<file path="src/rtl/pet2001ps2kbd.sv">
// PS/2 keyboard front end for the PET: deserialises PS/2 frames, tracks make/break
// prefixes and keeps a 10x8 key matrix read back as an active-low column byte.
module pet2001ps2kbd #(
  parameter int FILT_LEN    = 8,
  parameter int TIMEOUT_CYC = 65536
) (
  input  logic       clk,
  input  logic       reset,
  input  logic       ps2_clk,
  input  logic       ps2_data,
  input  logic [3:0] keyrow,
  output logic [7:0] keyin,
  output logic       frame_err
);

  localparam int FW = $clog2(FILT_LEN + 1);
  localparam int TW = $clog2(TIMEOUT_CYC + 1);
  localparam logic [FW-1:0] FILT_LAST = FW'(FILT_LEN - 1);
  localparam logic [TW-1:0] IDLE_LAST = TW'(TIMEOUT_CYC - 1);

  typedef enum logic [2:0] {IDLE, EXT, BRK, EXT_BRK, PAUSE} state_t;

  // Packs a matrix position as {valid, row, column}.
  function automatic logic [7:0] key(input logic [3:0] row, input logic [2:0] col);
    return {1'b1, row, col};
  endfunction

  function automatic logic parity_ok(input logic [7:0] data, input logic par);
    return ^{data, par};
  endfunction

  function automatic logic [7:0] keymap(input logic [7:0] code);
    logic [7:0] m;
    case (code)
      8'h1C: m = key(4'd4, 3'd0);
      8'h32: m = key(4'd6, 3'd2);
      8'h21: m = key(4'd6, 3'd1);
      8'h23: m = key(4'd4, 3'd1);
      8'h24: m = key(4'd2, 3'd1);
      8'h2B: m = key(4'd5, 3'd1);
      8'h34: m = key(4'd4, 3'd2);
      8'h33: m = key(4'd5, 3'd2);
      8'h43: m = key(4'd3, 3'd3);
      8'h3B: m = key(4'd4, 3'd3);
      8'h42: m = key(4'd5, 3'd3);
      8'h4B: m = key(4'd4, 3'd4);
      8'h3A: m = key(4'd6, 3'd3);
      8'h31: m = key(4'd7, 3'd2);
      8'h44: m = key(4'd2, 3'd4);
      8'h4D: m = key(4'd3, 3'd4);
      8'h15: m = key(4'd2, 3'd0);
      8'h2D: m = key(4'd3, 3'd1);
      8'h1B: m = key(4'd5, 3'd0);
      8'h2C: m = key(4'd2, 3'd2);
      8'h3C: m = key(4'd2, 3'd3);
      8'h2A: m = key(4'd7, 3'd1);
      8'h1D: m = key(4'd3, 3'd0);
      8'h22: m = key(4'd7, 3'd0);
      8'h35: m = key(4'd3, 3'd2);
      8'h1A: m = key(4'd6, 3'd0);
      8'h16: m = key(4'd6, 3'd6);
      8'h1E: m = key(4'd7, 3'd6);
      8'h26: m = key(4'd6, 3'd7);
      8'h25: m = key(4'd4, 3'd6);
      8'h2E: m = key(4'd5, 3'd6);
      8'h36: m = key(4'd4, 3'd7);
      8'h3D: m = key(4'd2, 3'd6);
      8'h3E: m = key(4'd3, 3'd6);
      8'h46: m = key(4'd2, 3'd7);
      8'h45: m = key(4'd8, 3'd6);
      8'h4E: m = key(4'd8, 3'd7);
      8'h55: m = key(4'd9, 3'd7);
      8'h41: m = key(4'd7, 3'd3);
      8'h49: m = key(4'd9, 3'd6);
      8'h4A: m = key(4'd3, 3'd7);
      8'h4C: m = key(4'd6, 3'd4);
      8'h52: m = key(4'd5, 3'd4);
      8'h54: m = key(4'd9, 3'd1);
      8'h5B: m = key(4'd8, 3'd2);
      8'h5D: m = key(4'd1, 3'd3);
      8'h0E: m = key(4'd8, 3'd1);
      8'h12: m = key(4'd8, 3'd0);
      8'h59: m = key(4'd8, 3'd5);
      8'h5A: m = key(4'd6, 3'd5);
      8'h29: m = key(4'd9, 3'd2);
      8'h66: m = key(4'd1, 3'd7);
      8'h76: m = key(4'd9, 3'd4);
      8'h0D: m = key(4'd9, 3'd0);
      8'h7C: m = key(4'd5, 3'd7);
      8'h79: m = key(4'd7, 3'd7);
      8'h70: m = key(4'd8, 3'd6);
      8'h69: m = key(4'd6, 3'd6);
      8'h72: m = key(4'd7, 3'd6);
      8'h7A: m = key(4'd6, 3'd7);
      8'h6B: m = key(4'd4, 3'd6);
      8'h73: m = key(4'd5, 3'd6);
      8'h74: m = key(4'd4, 3'd7);
      8'h6C: m = key(4'd2, 3'd6);
      8'h75: m = key(4'd3, 3'd6);
      8'h7D: m = key(4'd2, 3'd7);
      8'h71: m = key(4'd9, 3'd6);
      // Function keys give the shifted-digit symbols that have their own PET keys
      8'h05: m = key(4'd0, 3'd0);
      8'h06: m = key(4'd1, 3'd0);
      8'h04: m = key(4'd0, 3'd1);
      8'h0C: m = key(4'd1, 3'd1);
      8'h03: m = key(4'd0, 3'd2);
      8'h0B: m = key(4'd0, 3'd3);
      8'h83: m = key(4'd1, 3'd2);
      8'h0A: m = key(4'd0, 3'd4);
      8'h01: m = key(4'd1, 3'd4);
      8'h09: m = key(4'd2, 3'd5);
      8'h78: m = key(4'd0, 3'd5);
      8'h07: m = key(4'd7, 3'd4);
      default: m = 8'h00;
    endcase
    return m;
  endfunction

  function automatic logic [7:0] ekeymap(input logic [7:0] code);
    logic [7:0] m;
    case (code)
      8'h74: m = key(4'd0, 3'd7);
      8'h72: m = key(4'd1, 3'd6);
      8'h6C: m = key(4'd0, 3'd6);
      8'h71: m = key(4'd1, 3'd7);
      8'h5A: m = key(4'd6, 3'd5);
      8'h4A: m = key(4'd3, 3'd7);
      default: m = 8'h00;
    endcase
    return m;
  endfunction

  logic [1:0]    clk_sync_r;
  logic [1:0]    data_sync_r;
  logic [FW-1:0] filt_cnt_r;
  logic          filt_clk_r;
  logic          filt_prev_r;
  logic          fall_s;
  logic [3:0]    bit_cnt_r;
  logic [7:0]    shift_r;
  logic          parity_r;
  logic          start_bad_r;
  logic [TW-1:0] idle_cnt_r;
  logic          byte_valid_r;
  logic [7:0]    byte_r;
  logic          frame_err_r;
  state_t        state_r;
  logic [2:0]    skip_r;
  logic [7:0]    matrix_r [0:9];
  logic [7:0]    map_s;
  logic [7:0]    emap_s;

  // Two-stage synchronisers, preset to the idle-high bus level.
  always_ff @(posedge clk) begin
    if (reset) begin
      clk_sync_r  <= 2'b11;
      data_sync_r <= 2'b11;
    end else begin
      clk_sync_r  <= {clk_sync_r[0], ps2_clk};
      data_sync_r <= {data_sync_r[0], ps2_data};
    end
  end

  // Clock filter: the level flips only after FILT_LEN consecutive disagreeing samples.
  always_ff @(posedge clk) begin
    if (reset) begin
      filt_cnt_r  <= '0;
      filt_clk_r  <= 1'b1;
      filt_prev_r <= 1'b1;
    end else begin
      filt_prev_r <= filt_clk_r;
      if (clk_sync_r[1] == filt_clk_r) begin
        filt_cnt_r <= '0;
      end else if (filt_cnt_r == FILT_LAST) begin
        filt_clk_r <= clk_sync_r[1];
        filt_cnt_r <= '0;
      end else begin
        filt_cnt_r <= filt_cnt_r + 1'b1;
      end
    end
  end

  assign fall_s = filt_prev_r & ~filt_clk_r;

  // Frame deserialiser with partial-frame watchdog; byte/error strobes last one cycle.
  always_ff @(posedge clk) begin
    if (reset) begin
      bit_cnt_r    <= 4'd0;
      shift_r      <= 8'h00;
      parity_r     <= 1'b0;
      start_bad_r  <= 1'b0;
      idle_cnt_r   <= '0;
      byte_valid_r <= 1'b0;
      byte_r       <= 8'h00;
      frame_err_r  <= 1'b0;
    end else begin
      byte_valid_r <= 1'b0;
      frame_err_r  <= 1'b0;
      if (fall_s) begin
        idle_cnt_r <= '0;
        case (bit_cnt_r)
          4'd0: begin
            start_bad_r <= data_sync_r[1];
            bit_cnt_r   <= 4'd1;
          end
          4'd9: begin
            parity_r  <= data_sync_r[1];
            bit_cnt_r <= 4'd10;
          end
          4'd10: begin
            if (!start_bad_r && parity_ok(shift_r, parity_r) && data_sync_r[1]) begin
              byte_r       <= shift_r;
              byte_valid_r <= 1'b1;
            end else begin
              frame_err_r <= 1'b1;
            end
            bit_cnt_r <= 4'd0;
          end
          default: begin
            shift_r   <= {data_sync_r[1], shift_r[7:1]};
            bit_cnt_r <= bit_cnt_r + 4'd1;
          end
        endcase
      end else if (bit_cnt_r == 4'd0) begin
        idle_cnt_r <= '0;
      end else if (idle_cnt_r == IDLE_LAST) begin
        bit_cnt_r  <= 4'd0;
        idle_cnt_r <= '0;
      end else begin
        idle_cnt_r <= idle_cnt_r + 1'b1;
      end
    end
  end

  assign map_s  = keymap(byte_r);
  assign emap_s = ekeymap(byte_r);

  // Prefix FSM and key matrix; a bad frame abandons any pending prefix.
  always_ff @(posedge clk) begin
    if (reset) begin
      state_r <= IDLE;
      skip_r  <= 3'd0;
      for (int r = 0; r < 10; r++) matrix_r[r] <= 8'h00;
    end else if (frame_err_r) begin
      state_r <= IDLE;
      skip_r  <= 3'd0;
    end else if (byte_valid_r) begin
      case (state_r)
        IDLE: begin
          case (byte_r)
            8'hE0: state_r <= EXT;
            8'hF0: state_r <= BRK;
            8'hE1: begin
              state_r <= PAUSE;
              skip_r  <= 3'd7;
            end
            8'hAA, 8'h00, 8'hFF: begin
              for (int r = 0; r < 10; r++) matrix_r[r] <= 8'h00;
            end
            default: begin
              if (map_s[7]) matrix_r[map_s[6:3]][map_s[2:0]] <= 1'b1;
            end
          endcase
        end
        EXT: begin
          if (byte_r == 8'hF0) begin
            state_r <= EXT_BRK;
          end else begin
            // 12/59 after E0 are the fake shifts some keyboards wrap around nav keys
            if (byte_r != 8'h12 && byte_r != 8'h59 && emap_s[7])
              matrix_r[emap_s[6:3]][emap_s[2:0]] <= 1'b1;
            state_r <= IDLE;
          end
        end
        BRK: begin
          if (map_s[7]) matrix_r[map_s[6:3]][map_s[2:0]] <= 1'b0;
          state_r <= IDLE;
        end
        EXT_BRK: begin
          if (emap_s[7]) matrix_r[emap_s[6:3]][emap_s[2:0]] <= 1'b0;
          state_r <= IDLE;
        end
        PAUSE: begin
          if (skip_r <= 3'd1) begin
            skip_r  <= 3'd0;
            state_r <= IDLE;
          end else begin
            skip_r <= skip_r - 3'd1;
          end
        end
        default: state_r <= IDLE;
      endcase
    end
  end

  // Row readback, active low; rows beyond the matrix read as no keys.
  always_comb begin
    keyin = 8'hFF;
    if (keyrow < 4'd10) begin
      keyin = ~matrix_r[keyrow];
    end else begin
      keyin = 8'hFF;
    end
  end

  assign frame_err = frame_err_r;

endmodule

</file>
<file path="config.mk">
export PLATFORM = sky130hd
export DESIGN_NAME = pet2001ps2kbd
export DESIGN_NICKNAME = d
export VERILOG_FILES = /design/src/rtl/pet2001ps2kbd.sv
export SDC_FILE = /design/constraint.sdc
export NUM_CORES = 1
export LEC_CHECK = 0
export ABC_AREA = 1
export CORE_UTILIZATION = 40
export CTS_BUF_LIST = sky130_fd_sc_hd__clkbuf_4 sky130_fd_sc_hd__clkbuf_8
export CTS_CLUSTER_DIAMETER = 150
export CTS_CLUSTER_SIZE = 25
export DETAILED_ROUTE_END_ITERATION = 12
export MAX_ROUTING_LAYER = met4
export PLACE_DENSITY = 0.54
export SYNTH_ARGS = -nofsm -noshare
export SYNTH_HDL_FRONTEND = slang
export SYNTH_SLANG_ARGS = --single-unit
export TNS_END_PERCENT = 5
</file>
<file path="constraint.sdc">
create_clock -name clk -period 3.6 [get_ports clk]
set_input_delay 0.54 -clock clk [delete_from_list [all_inputs] [get_ports clk]]
set_output_delay 0.54 -clock clk [all_outputs]
set_load 0.01 [all_outputs]
</file>
# Word-level counts from Yosys, hierarchy flattened
# Memory sizes are Yosys's and may differ from the RTL's. A register that Yosys moved wholly into a read port is not among the register bits.
# Index checks and enable logic that the tools add are counted.
totals:
  regBits: 57
  ramBits: 80
  mem_bits_ro: 2048
  inputBits: 8
  mem_count: 2
op_classes:
  n_addsub: 4
  magnitude_cmp: 6
  eq_ne: 26
  muxes: 86
  n_bitwise: 33
  n_reduce_logical: 30
memory_table:
  columns: ["name", "words", "width", "read_ports", "rd_ports_with_merged_regs", "wr", "line", "source"]
  rows:
  - ["(no name shown)", 256, 8, 1, 1, 0, "34", "case (code)"]
  - ["matrix_r", 10, 8, 1, 0, 10, "150", "logic [7:0] matrix_r [0:9];"]
op_table:
  columns: ["operator", "count"]
  rows:
  - ["8-bit two-way mux", 21]
  - ["1-bit two-way mux", 49]
  - ["8-bit by 7-bit equality test with 1-bit output (second input constant)", 6]
  - ["8-bit case mux with 6 select lines", 1]
  - ["8-bit equality test (second input constant)", 5]
  - ["1-bit bitwise OR", 26]
  - ["4-bit two-way mux", 5]
  - ["3-bit case mux with 3 select lines", 2]
  - ["17-bit by 1-bit adder with 17-bit output (second input constant)", 1]
  - ["17-bit by 16-bit equality test with 1-bit output (second input constant)", 1]
  - ["8-bit OR reduction", 2]
  - ["4-bit case mux with 3 select lines", 1]
  - ["3-bit OR reduction", 4]
  - ["2-bit AND reduction", 5]
  - ["3-bit two-way mux", 3]
  - ["3-bit AND reduction", 3]
  - ["9-bit parity", 1]
  - ["4-bit by 1-bit adder with 4-bit output (second input constant)", 2]
  - ["4-bit equality test (second input constant)", 2]
  - ["8-bit logical NOT", 1]
  - ["3-bit by 4-bit less-than comparator with 1-bit output (second input constant)", 2]
  - ["8-bit by 5-bit != test with 1-bit output (second input constant)", 1]
  - ["8-bit by 7-bit != test with 1-bit output (second input constant)", 1]
  - ["8-bit inverter", 1]
  - ["other kinds (25)", 39]

# Depth between registers and ports, before layout
logic_depth:
  ltp_word: 13
  depth_mapped: 24
  ltp_nobuf: 23

# Least setup slack after synthesis
# OpenSTA, ideal clock, no wires.
synth_timing:
  kind: "reg-to-reg"
  startpoint: "reg bit_cnt_r[0]"
  endpoint: "reg, netlist name map_s[2]"
  setup_ns: 0.056
  arrival_ns: 2.720
  required_ns: 3.544
  path_slack_ns: 0.824
  stages_incl_launch_ff: 21
  synth_period_minus_slack_ns: 2.776
  cell_sequence: "dfxtp_1 inv_1 ha_1 nand3_1 nor2_2 nand4_1 buf_2 nand2_1 nand3_1 inv_1 ha_1 nand3_1 inv_1 nand2_1 nand2_1 nand2_1 nand2_1 nand2_1 a21oi_1 nand2_1 inv_1"
synth_via:
  elab_chain_len: 4
synth_rtl:
  columns: ["item", "line", "source"]
  rows:
  - ["start, declared", "140", "logic [3:0] bit_cnt_r;"]
  - ["start signal, assigned", "222", "bit_cnt_r <= bit_cnt_r + 4'd1;"]
  - ["4-bit equality test", "202", "case (bit_cnt_r)"]
  - ["3-bit AND reduction (no line)", null, null]
  - ["8-bit two-way mux (no line) (2 in series)", null, null]
# Every way passes these cells.
# A chain may end at the register's enable or synchronous reset.

# Worst setup path in the final report
layout_timing:
  startpoint: "in keyrow[0]"
  endpoint: "out keyin[2]"
layout_via:
  elab_chain_len: 3
layout_rtl:
  columns: ["item", "line", "source"]
  rows:
  - ["start, declared", "11", "input logic [3:0] keyrow,"]
  - ["memory read 10 x 8 bit", null, null]
  - ["8-bit inverter", "301", "keyin = ~matrix_r[keyrow];"]
  - ["8-bit two-way mux *", "300", "if (keyrow < 4'd10) begin"]
  - ["end, declared", "12", "output logic [7:0] keyin,"]
# Every way passes the cells marked *; elsewhere a longest branch is shown, timed or not.

==> summary.txt <==
STA
  • Worst setup margin: roughly 0.34 ns
  • Final hold violation count: 0
  • Final hold slack: approximately 0.42 ns
  • Unrepaired setup endpoints after global routing: false
  • Max Slew Vio Count: 0
  • Final setup viols: 0
  • Worst Skew: ~0.014 ns
  • Minimum clock period: 3.26 ns
  • Worst-Margin Slew: about 1.1 ns
  • Max-slew headroom: roughly 28%
  • Period utilization: between 90% and 100%
  • Setup_tns: 0 ns
  • Fmax: between 0.3 and 0.4 GHz

Floorplanning
  • Die ar.: roughly 22000 sq um
  • Initial Util: between 40% and 50%
  • Core region area: approximately 21000 sq um
  • Die width: about 150 microns
  • Die Y: about 150 microns
  • Ports: 17
  • Rows: 53

Routing
  • Post-Route WL: approximately 23000 microns
  • DRC violations left: 0
  • Vias per cell: between 5 and 6
  • Detail Route Antenna Nets: 0
  • DR WL/cell: 14.9 microns
  • Initial DRC Count: roughly 540
  • Routed vias: ~8000
  • Pre-antenna DRT Iters: 5

Placed design
  • HPWL Detailed: approximately 16000 microns
  • GPL Wtd Cong: a little over 0.9
  • I/O Buffers: 16
  • Pre-CTS WS: roughly 0.071 ns

Synthesis
  • Ys flop type: edfxtp_1
  • Post-synthesis sequential area ratio: between 40% and 50%
  • Count of cell types in the netlist: 46
  • Async S/R FF share, synth: 0%
  • Synth warn: 0
  • Cells after Synth: around 1200
  • Post-synth EDFFs: 80
  • Synth Cell Area: 8730 sq um
  • #FFs+latches synth: 145
  • Mapped Nets: 1235
  • Synthesized area per cell: about 7 sq um

Clock tree
  • Setup repair bufs after CTS: 0
  • Num CTS Buffers: 17
  • Worst skew pair latency: 0.44 ns
  • CTS max path bufs: 2
  • Resized cells post-CTS: 0
  • CTS Root Cell: clkbuf_8
  • CTS H-tree depth: 4
  • Hold buffer count at CTS: 0
  • Clock transition at the registers of the reported paths: roughly 0.080 ns
  • Clk sinks: around 150
  • TritonCTS clock tree: done

Setup path
  • Worst r2r path cells: 14
  • R2R Setup Slk: about 0.43 ns
  • WP data arrival: 2.72 ns
  • Crit-path max FO: 18
  • Worst Path Required: ~3.1 ns
  • Critical path launch point type: input pin
  • Critical Path Source: keyrow[0]
  • Critical Path End: keyin[2]
  • WS Path Type: in2out
  • RR Startpoint: bit_cnt_r[0]$_SDFFE_PP0P_
  • Reg-to-reg endpoint: map_s[6]$_SDFF_PP0_
  • Critical path endpoint category: primary output

GRT
  • Initial antenna violation count: 0
  • Global route overflow: 0
  • Pin count of the biggest net entering global routing: 41
  • GRT Resource Usage Total: between 20% and 30%
  • First-pass GRT wire length: 37200 microns
  • Vias in the first global route: approximately 7400

Layout
  • N_diodes: 0
  • FILL cells: 2173
  • Final net count: between 1000 and 1500
  • Share of cells above drive strength 1: 9.02%
  • Register area: between 3000 and 4000 sq um
  • Area occupied by multi-input gates: around 4300 sq um
  • Final Util: a little under half
  • Synthesis-to-layout area growth: 11.0%

Worst hold path
  • Hold Path Class: reg2reg

Power
  • Maximum VDD drop: roughly 0.00021 V
  • P per Cell Area: roughly 330 nW/um^2
  • P_leak: roughly 4.0 nW

Run
  • Maxcap violations: 0

Run status
  • Outcome: finished, final reports clean
## metrics by stage
stage	std cells	area (sq um)	total power, mW
after global routing	1517	9690	3.31
after CTS	1517	9690	3.22
after floorplan	1213	8730	1.93
final	1517	9690	3.19
after detailed placement	1485	9320	2.00
after global placement	1485	9320	2.00
## worst max-delay path, stage by stage
cell and delay [ns]:
clkdlybuf4s50_1 0.53, buf_4 0.26, buf_4 0.21, nor2_1 0.06, o32ai_1 0.28, nand2_1 0.11
a21oi_1 0.16, a21oi_1 0.06, clkdlybuf4s50_1 0.51
## flip-flops by register name, indices dropped and copies added (netlist names), 2 cells and up
name and count:
bit_cnt_r 4, byte_r 8, clk_sync_r 2, data_sync_r 2
filt_cnt_r 4, idle_cnt_r 17, map_s 8, matrix_r 80
shift_r 8, skip_r 3, state_r 3
## Yosys cell counts (5+ instances only)
library cell,instances,share of area (%)
inv_1,118,5.1
ha_1,14,2.0
a21oi_1,64,3.7
o22ai_1,12,0.86
nor3_1,58,3.3
clkbuf_1,40,1.7
nand2_2,5,0.36
o21ai_1,9,0.52
o21a_1,8,0.69
nand4_1,19,1.4
o21ai_0,100,5.7
buf_2,10,0.57
dfxtp_1,65,15
nand3_1,81,4.6
nand2_1,286,12
or2_2,5,0.36
o32ai_1,8,0.80
nor3_2,10,1.1
nor2_1,161,6.9
nor2_2,6,0.43
a31oi_1,5,0.36
edfxtp_1,80,28
xor2_1,5,0.50
## cell type report
| class | instances | area share, % |
|---|---|---|
| tap | 275 | 3.55 |
| clock inverter | 14 | 1.36 |
| clock buffer | 18 | 2.49 |
| sequential | 145 | 38.2 |
| timing repair buffer | 54 | 4.85 |
| multi-input combinational | 886 | 44.6 |
| inverter | 125 | 4.89 |
## report_power, final
part / leakage, nW / switching, mW / internal (mW)
Combinational: 2.51 / 0.105 / 0.0691
Sequential: 1.33 / 0.00983 / 1.78
Clock: 0.187 / 0.665 / 0.565
## cell usage in the layout, fill, tap and decap left out, types with 14 or more instances in the layout
cell type / n
edfxtp_1: 80
o21ai_0: 100
nor3_1: 58
ha_1: 14
nand3_1: 81
clkdlybuf4s50_1: 16
nor2_1: 161
clkbuf_8: 17
dfxtp_1: 65
a21oi_1: 64
buf_4: 36
nand2_1: 286
inv_1: 118
nand4_1: 19
## routing by layer
| metal | wire, microns | GRT usage [%] |
|---|---|---|
| met1 | 10300 | 26.9 |
| met2 | 11200 | 36.8 |
| met3 | 954 | 3.48 |
| met4 | 293 | 5.91 |
| met5 | 0 | - |
## worst min path at each step
| stage | from | endpoint | depth (start not counted) |
|---|---|---|---|
| floorplan | clk_sync_r[0]$_SDFF_PP1_ | clk_sync_r[1]$_SDFF_PP1_ | 1 |
| global route | data_sync_r[0]$_SDFF_PP1_ | data_sync_r[1]$_SDFF_PP1_ | 1 |
| global placement | data_sync_r[0]$_SDFF_PP1_ | data_sync_r[1]$_SDFF_PP1_ | 1 |
| finish | data_sync_r[0]$_SDFF_PP1_ | data_sync_r[1]$_SDFF_PP1_ | 1 |
| CTS | data_sync_r[0]$_SDFF_PP1_ | data_sync_r[1]$_SDFF_PP1_ | 1 |
| detailed placement | data_sync_r[0]$_SDFF_PP1_ | data_sync_r[1]$_SDFF_PP1_ | 1 |
## cells by family (layout without fill, tap and decap cells)
family | count (synthesis) | in the layout | synth area share [%]
xor+xnor | 6 | 6 | 0.602
compound gates | 222 | 222 | 14.3
simple gates | 644 | 644 | 32.4
buf+inv | 182 | 211 | 8.24
fa+ha+maj | 14 | 14 | 2.01
flops | 145 | 145 | 42.4
No activity file was read; power rests on OpenSTA's default activity.
